**config.mk**
```make
export PLATFORM = sky130hd
export DESIGN_NAME = mbx_ombx_reader
export DESIGN_NICKNAME = d
export VERILOG_FILES = /design/src/rtl/mbx_ombx_reader.sv
export SDC_FILE = /design/constraint.sdc
export NUM_CORES = 1
export LEC_CHECK = 0
export BUFFER_PORTS_ARGS = -buffer_cell sky130_fd_sc_hd__buf_4
export CAP_MARGIN = 30
export CORE_UTILIZATION = 57
export DETAILED_ROUTE_END_ITERATION = 6
export PLACE_DENSITY = 0.93
export SYNTH_ARGS = -nofsm -noshare
export SYNTH_HDL_FRONTEND = slang
export SYNTH_SLANG_ARGS = --single-unit
export TNS_END_PERCENT = 50
```
**constraint.sdc**
```tcl
create_clock -name clk_i -period 9.85 [get_ports clk_i]
set_clock_uncertainty 0.05 [all_clocks]
set_input_delay 2.955 -clock clk_i [delete_from_list [all_inputs] [get_ports clk_i]]
set_output_delay 2.955 -clock clk_i [all_outputs]
set_load 0.05 [all_outputs]
```
**src/rtl/mbx_ombx_reader.sv**
```systemverilog
// Outbound mailbox read sequencer: streams the outbound object out of SRAM one
// word at a time and presents each word to the system interface until consumed.
module mbx_ombx_reader #(
  parameter int AddrWidth = 32,
  parameter int SizeWidth = 11
) (
  input  logic                 clk_i,
  input  logic                 rst_i,
  input  logic                 mbx_read_i,
  input  logic                 abort_i,
  input  logic [AddrWidth-1:0] range_base_i,
  input  logic [AddrWidth-1:0] range_limit_i,
  input  logic [SizeWidth-1:0] object_size_i,
  input  logic                 sysif_read_i,
  output logic                 sram_req_o,
  output logic [AddrWidth-1:0] sram_addr_o,
  input  logic                 sram_gnt_i,
  input  logic                 sram_rvalid_i,
  input  logic [31:0]          sram_rdata_i,
  output logic [31:0]          rdata_o,
  output logic                 rdata_valid_o,
  output logic                 sys_read_all_o,
  output logic                 read_error_o
);

  typedef enum logic [2:0] {
    ST_IDLE,
    ST_REQ,
    ST_WAIT,
    ST_HOLD,
    ST_FLUSH
  } state_e;

  localparam logic [AddrWidth:0]   WordStep = 4;
  localparam logic [SizeWidth-1:0] OneWord  = 1;

  state_e                 state_q, state_d;
  logic [AddrWidth-1:0]   addr_q, addr_d;
  logic [SizeWidth-1:0]   remaining_q, remaining_d;
  logic                   discard_q, discard_d;
  logic                   start_pending_q, start_pending_d;
  logic                   mbx_read_q;
  logic [31:0]            rdata_q, rdata_d;
  logic                   rdata_valid_q, rdata_valid_d;
  logic                   read_all_q, read_all_d;
  logic                   read_error_q, read_error_d;

  logic                   read_rise;
  logic                   read_fall;
  logic                   abort;
  logic [AddrWidth:0]     addr_inc;
  logic                   next_out_of_range;
  logic                   last_word;

  assign read_rise = mbx_read_i & ~mbx_read_q;
  assign read_fall = ~mbx_read_i & mbx_read_q;
  assign abort     = abort_i | read_fall;

  // The extra top bit is the carry-out, so a wrap past all-ones is out of range
  assign addr_inc          = {1'b0, addr_q} + WordStep;
  assign next_out_of_range = addr_inc[AddrWidth] | (addr_inc[AddrWidth-1:0] > range_limit_i);
  assign last_word         = remaining_q <= OneWord;

  always_ff @(posedge clk_i or posedge rst_i) begin
    if (rst_i) begin
      state_q         <= ST_IDLE;
      addr_q          <= '0;
      remaining_q     <= '0;
      discard_q       <= 1'b0;
      start_pending_q <= 1'b0;
      mbx_read_q      <= 1'b0;
      rdata_q         <= '0;
      rdata_valid_q   <= 1'b0;
      read_all_q      <= 1'b0;
      read_error_q    <= 1'b0;
    end else begin
      state_q         <= state_d;
      addr_q          <= addr_d;
      remaining_q     <= remaining_d;
      discard_q       <= discard_d;
      start_pending_q <= start_pending_d;
      mbx_read_q      <= mbx_read_i;
      rdata_q         <= rdata_d;
      rdata_valid_q   <= rdata_valid_d;
      read_all_q      <= read_all_d;
      read_error_q    <= read_error_d;
    end
  end

  always_comb begin
    state_d         = state_q;
    addr_d          = addr_q;
    remaining_d     = remaining_q;
    discard_d       = discard_q;
    start_pending_d = start_pending_q;
    rdata_d         = rdata_q;
    rdata_valid_d   = rdata_valid_q;
    read_all_d      = 1'b0;
    read_error_d    = 1'b0;

    if (abort) begin
      rdata_d         = '0;
      rdata_valid_d   = 1'b0;
      remaining_d     = '0;
      start_pending_d = 1'b0;
      // A granted request still owes a response; wait for it before idling
      case (state_q)
        ST_REQ: begin
          if (sram_gnt_i) begin
            state_d   = ST_FLUSH;
            discard_d = 1'b1;
          end else begin
            state_d = ST_IDLE;
          end
        end
        ST_WAIT, ST_FLUSH: begin
          if (sram_rvalid_i) begin
            state_d   = ST_IDLE;
            discard_d = 1'b0;
          end else begin
            state_d   = ST_FLUSH;
            discard_d = 1'b1;
          end
        end
        default: state_d = ST_IDLE;
      endcase
    end else begin
      case (state_q)
        ST_IDLE: begin
          if (read_rise || start_pending_q) begin
            start_pending_d = 1'b0;
            addr_d          = range_base_i;
            remaining_d     = object_size_i;
            if (object_size_i == '0) begin
              state_d       = ST_HOLD;
              rdata_d       = '0;
              rdata_valid_d = 1'b0;
            end else if (range_base_i > range_limit_i) begin
              read_error_d = 1'b1;
            end else begin
              state_d = ST_REQ;
            end
          end
        end
        ST_REQ: begin
          if (sysif_read_i) read_error_d = 1'b1;
          if (sram_gnt_i) state_d = ST_WAIT;
        end
        ST_WAIT: begin
          if (sysif_read_i) read_error_d = 1'b1;
          if (sram_rvalid_i) begin
            rdata_d       = sram_rdata_i;
            rdata_valid_d = 1'b1;
            state_d       = ST_HOLD;
          end
        end
        ST_HOLD: begin
          if (sysif_read_i) begin
            rdata_d       = '0;
            rdata_valid_d = 1'b0;
            if (last_word) begin
              read_all_d = 1'b1;
              state_d    = ST_IDLE;
            end else begin
              remaining_d = remaining_q - OneWord;
              addr_d      = addr_inc[AddrWidth-1:0];
              if (next_out_of_range) begin
                read_error_d = 1'b1;
                state_d      = ST_IDLE;
              end else begin
                state_d = ST_REQ;
              end
            end
          end
        end
        ST_FLUSH: begin
          if (read_rise) start_pending_d = 1'b1;
          if (sram_rvalid_i && discard_q) begin
            discard_d = 1'b0;
            state_d   = ST_IDLE;
          end
        end
        default: state_d = ST_IDLE;
      endcase
    end
  end

  always_comb begin
    sram_req_o  = 1'b0;
    sram_addr_o = '0;
    if (state_q == ST_REQ) begin
      sram_req_o  = 1'b1;
      sram_addr_o = addr_q;
    end
  end

  assign rdata_o        = rdata_q;
  assign rdata_valid_o  = rdata_valid_q;
  assign sys_read_all_o = read_all_q;
  assign read_error_o   = read_error_q;

endmodule

```
After elaboration in Yosys (flattened, before gate mapping) --
Index checks and enable logic that the tools add are counted.
Cells by class: add/subtract/negate cells 2, magnitude comparators 3, equal/unequal tests 18, mux-type cells 60, bitwise logic cells 7, reductions and logical operators 18
Operators by type and width (count):
- 2-to-1 mux 32 bit | 9
- one-hot mux 32 bit (3 select lines) | 1
- greater-than comparator 32 bit | 2
- one-hot mux 32 bit (2 select lines) | 1
- 2-to-1 mux 11 bit | 4
- adder 32 x 3 -> 33 bit, second input constant | 1
- 2-to-1 mux 3 bit | 10
- 2-to-1 mux 1 bit | 28
- inequality test 3 bit, second input constant | 9
- one-hot mux 11 bit (2 select lines) | 1
- one-hot mux 3 bit (5 select lines) | 1
- <= comparator 11 x 1 -> 1 bit, second input constant | 1
- zero test 11 bit | 1
- subtractor 11 x 1 -> 11 bit, second input constant | 1
- AND reduction 5 bit | 2
- AND reduction 4 bit | 2
- equality test 3 x 2 -> 1 bit, second input constant | 2
- inequality test 2 bit, second input constant | 3
- one-hot mux 1 bit (3 select lines) | 2
- one-hot mux 3 bit (2 select lines) | 1
- AND reduction 6 bit | 1
- nonzero test 2 bit | 3
- nonzero test 3 bit | 2
- inequality test 4 bit, second input constant | 1
- other kinds (13) | 19
Storage, ports and cells: flip-flop bits (word level) 84, input bits 114, output and inout bits 68, logic and storage cells 118

Longest topological paths before layout --
depth after elaboration 8, gate-level depth with buffers 13, mapped depth without buffers 13

Worst setup path before layout --
OpenSTA, ideal clock, no wires.
kind flip-flop to output port, start register state_q[0], end output sram_addr_o[15], arrival 2.259 ns, required time 6.845 ns, slack 4.586 ns, cell stages (with the launch flop) 7, path buffers 3, cell sequence dfrtp_1 -> buf_1 -> nand2b_1 -> clkbuf_1 -> nor2_1 -> clkbuf_1 -> and2_1
Between the ends: longest elaborated chain between the ends 2
RTL lines:
- start, declared | line 37 | state_e state_q, state_d;
- start signal, assigned | line 77 | state_q <= state_d;
- equality test 3 x 1 -> 1 bit | line 191 | if (state_q == ST_REQ) begin
- 2-to-1 mux 32 bit | line 191
- end, declared | line 16 | output logic [AddrWidth-1:0] sram_addr_o,
Every way passes these cells.

Final worst setup path --
start register state_q[2], end output sram_addr_o[5]
Same word-level chain as after synthesis.

==> flow_metrics.env <==
export IMPL_place_congestion=0.933
export IMPL_grt_start_max_net_pins=52
export IMPL_final_core_util_pct=73.9
export IMPL_fp_dieArea_um2=11500
export IMPL_hold_buffers=0
export IMPL_setup_tns_final_ns=0
export IMPL_fp_dieW_um=107
export IMPL_cp_start_kind="flip-flop"
export IMPL_synthTopCellsByCount="dfrtp_1, ha_1, a21oi_1"
export IMPL_drv_slew=0
export IMPL_hold_ws_ns=0.427
export IMPL_power_density_nw_per_um2=207
export IMPL_relSlewSlack_pct=37.1
export IMPL_yosysTopAreaCell="dfrtp_1"
export IMPL_start_util_pct=58.3
export IMPL_ant_nets=0
export IMPL_path_clk_slew_ns=0.10
export IMPL_drt_pre_antenna_iters=5
export IMPL_grt_pass1_vias=6141
export IMPL_htreeDepth=3
export IMPL_synthCells=718
export IMPL_synthMostInstantiatedCell="dfrtp_1"
export IMPL_cts_num_sinks=84
export IMPL_yosys_warnings=0
export IMPL_grt_pass1_wl_mm=29.3
export IMPL_core_area_um2=10800
export IMPL_synthTopCellsByArea="dfrtp_1, ha_1, a22o_1"
export IMPL_synth_edff_count=0
export IMPL_syn_to_final_growth_pct=26.8
export IMPL_p_leak_nw=3.98
export IMPL_cts_repair_resized=0
export IMPL_synth_seq_area_share_pct=33.3
export IMPL_routed_via_density=6.16
export IMPL_r2r_cells=12
export IMPL_dpl_hpwl_mm=13.3
export IMPL_clk_latency_ns=0.38
export IMPL_nets=1066
export IMPL_port_buffer_count=181
export IMPL_ff_latch_area_um2=2100
export IMPL_place_inst=1014
export IMPL_syn_num_nets=899
export IMPL_rsz0062_at_grt="false"
export IMPL_totalPowerFinal_mw=1.65
export IMPL_ir_drop_mv=0.125
export IMPL_cap_viol_max_count=0
export IMPL_finalCritPeriodShare_pct=55.4
export IMPL_synth_area_um2=6320
export IMPL_final_cells=1030
export IMPL_num_antenna_cells=0
export IMPL_grt_overflow=0
export IMPL_wirelength_mm=18.1
export IMPL_critical_path_class="flip-flop to output port"
export IMPL_final_layout_size_suffix_gt1_share_pct=25.8
export IMPL_synth_main_ff_cell="dfrtp_1"
export IMPL_syn_area_per_cell_um2=8.80
export IMPL_synth_cell_type_count=70
export IMPL_endpoint_kind="output port"
export IMPL_setup_worst_path_start="state_q[2]$_DFFE_PP0P_"
export IMPL_grt_use_total_pct=32.4
export IMPL_antenna_found_initial=0
export IMPL_r2r_slack_ns=5.86
export IMPL_synthArstFlopShare_pct=100
export IMPL_max_freq_mhz=183
export IMPL_cts_buffers=9
export IMPL_tightest_slew_ns=0.944
export IMPL_min_period_ns=5.46
export IMPL_cts_tree="done"
export IMPL_clockBufferDepth=2
export IMPL_worstReg2RegStart="addr_q[3]$_DFFE_PP0P_"
export IMPL_report_final_setup_viol=0
export IMPL_status="complete, no violations"
export IMPL_drc_errors=0
export IMPL_hold_viol_final=0
export IMPL_multi_input_area_um2=3890
export IMPL_row_count=38
export IMPL_worstPathArrival_ns=2.45
export IMPL_die_h_um=107
export IMPL_drt_first_iter_violations=662
export IMPL_timing_rr_end="state_q[0]$_DFFE_PP0P_"
export IMPL_worstPathMaxFanout=24
export IMPL_synth_top_cell_area_share_pct=33.3
export IMPL_ys_ff_latch=84
export IMPL_critPathCapture="sram_addr_o[5]"
export IMPL_hp_class="flip-flop to flip-flop"
export IMPL_io_pins=182
export IMPL_root_buffer="clkbuf_8"
export IMPL_n_fill_cell=823
export IMPL_vias=6340
export IMPL_cts_setup_buffers=0
export IMPL_cp_required_ns=6.85
export IMPL_wl_per_cell_um=17.6
per-stage QoR:
stage | worst slack [ns] | instance area [um2]
after CTS | 4.41 | 8010
after global placement | 4.67 | 7760
after detailed placement | 4.61 | 7800
after global routing | 4.25 | 8010
after floorplan | 4.59 | 6320
final | 4.39 | 8010
state kept, by name, indices dropped and copies added, names as in the netlist:
signal           count
sys_read_all_o       1
read_error_o         1
state_q              3
remaining_q         11
rdata_o             32
discard_q            1
addr_q              32
start_pending_q      1
rdata_valid_o        1
mbx_read_q           1
kinds of logic (layout without fill, tap and decap cells):
group | after synthesis | count (layout) | synth area share [%]
AND/OR/NAND/NOR | 246 | 246 | 21.1
AO/OA/AOI/OAI | 206 | 206 | 22.3
flip-flops | 84 | 84 | 33.3
buffers and inverters | 83 | 255 | 5.55
adder cells (fa/ha/maj) | 67 | 67 | 13.3
XOR/XNOR | 29 | 29 | 4.02
multiplexers | 3 | 3 | 0.475
how the worst min path moves through the flow:
| stage | from | endpoint | slack (ns) | cells after the start |
|---|---|---|---|---|
| 6_report | remaining_q[10]$_DFFE_PP0P_ | remaining_q[10]$_DFFE_PP0P_ | 0.43 | 1 |
| 5_1_grt | remaining_q[10]$_DFFE_PP0P_ | remaining_q[10]$_DFFE_PP0P_ | 0.45 | 1 |
| 4_1_cts | remaining_q[10]$_DFFE_PP0P_ | remaining_q[10]$_DFFE_PP0P_ | 0.43 | 1 |
| 3_5_place_dp | remaining_q[10]$_DFFE_PP0P_ | remaining_q[10]$_DFFE_PP0P_ | 0.41 | 1 |
| 3_3_place_gp | remaining_q[10]$_DFFE_PP0P_ | remaining_q[10]$_DFFE_PP0P_ | 0.40 | 1 |
| 2_1_floorplan | remaining_q[10]$_DFFE_PP0P_ | remaining_q[10]$_DFFE_PP0P_ | 0.39 | 1 |
worst max-delay path, stage by stage, from the launching register on:
cell and delay (ns):
dfrtp_1 0.79, nand2b_1 0.52, nor2_1 0.08, buf_4 0.26
and2_2 0.23, buf_4 0.18
layout by cell type, fill, tap and decap left out, types with 23 or more instances in the layout:
| cell | count |
|---|---|
| buf_4 | 187 |
| dfrtp_1 | 84 |
| ha_1 | 67 |
| a21oi_1 | 58 |
| nand2_1 | 53 |
| inv_1 | 49 |
| nor2_1 | 49 |
| a22o_1 | 38 |
| o21ai_0 | 33 |
| nor3_1 | 24 |
| and2_1 | 23 |
where the power goes:
part | internal (mW) | leakage, nW | switching (mW)
logic | 0.330 | 2.79 | 0.489
registers | 0.425 | 1.09 | 0.136
clock network | 0.124 | 0.106 | 0.150
area by class of cell:
class / instances / share of cell area, %
inverter: 50 / 2.36
sequential: 84 / 26.2
clock inverter: 7 / 1.11
multi-input combinational: 551 / 48.6
tap: 140 / 2.19
clock buffer: 9 / 1.55
timing repair buffer: 189 / 18.0
routing by layer:
metal  routed length, um  share of wire, %  GRT usage (%)
met1                7580                42           43.4
met2                8760                48           52.9
met3                1270               7.0           5.02
met4                 505               2.8           12.4
met5                   0                 0              0
(Power assumes the default switching activity.)
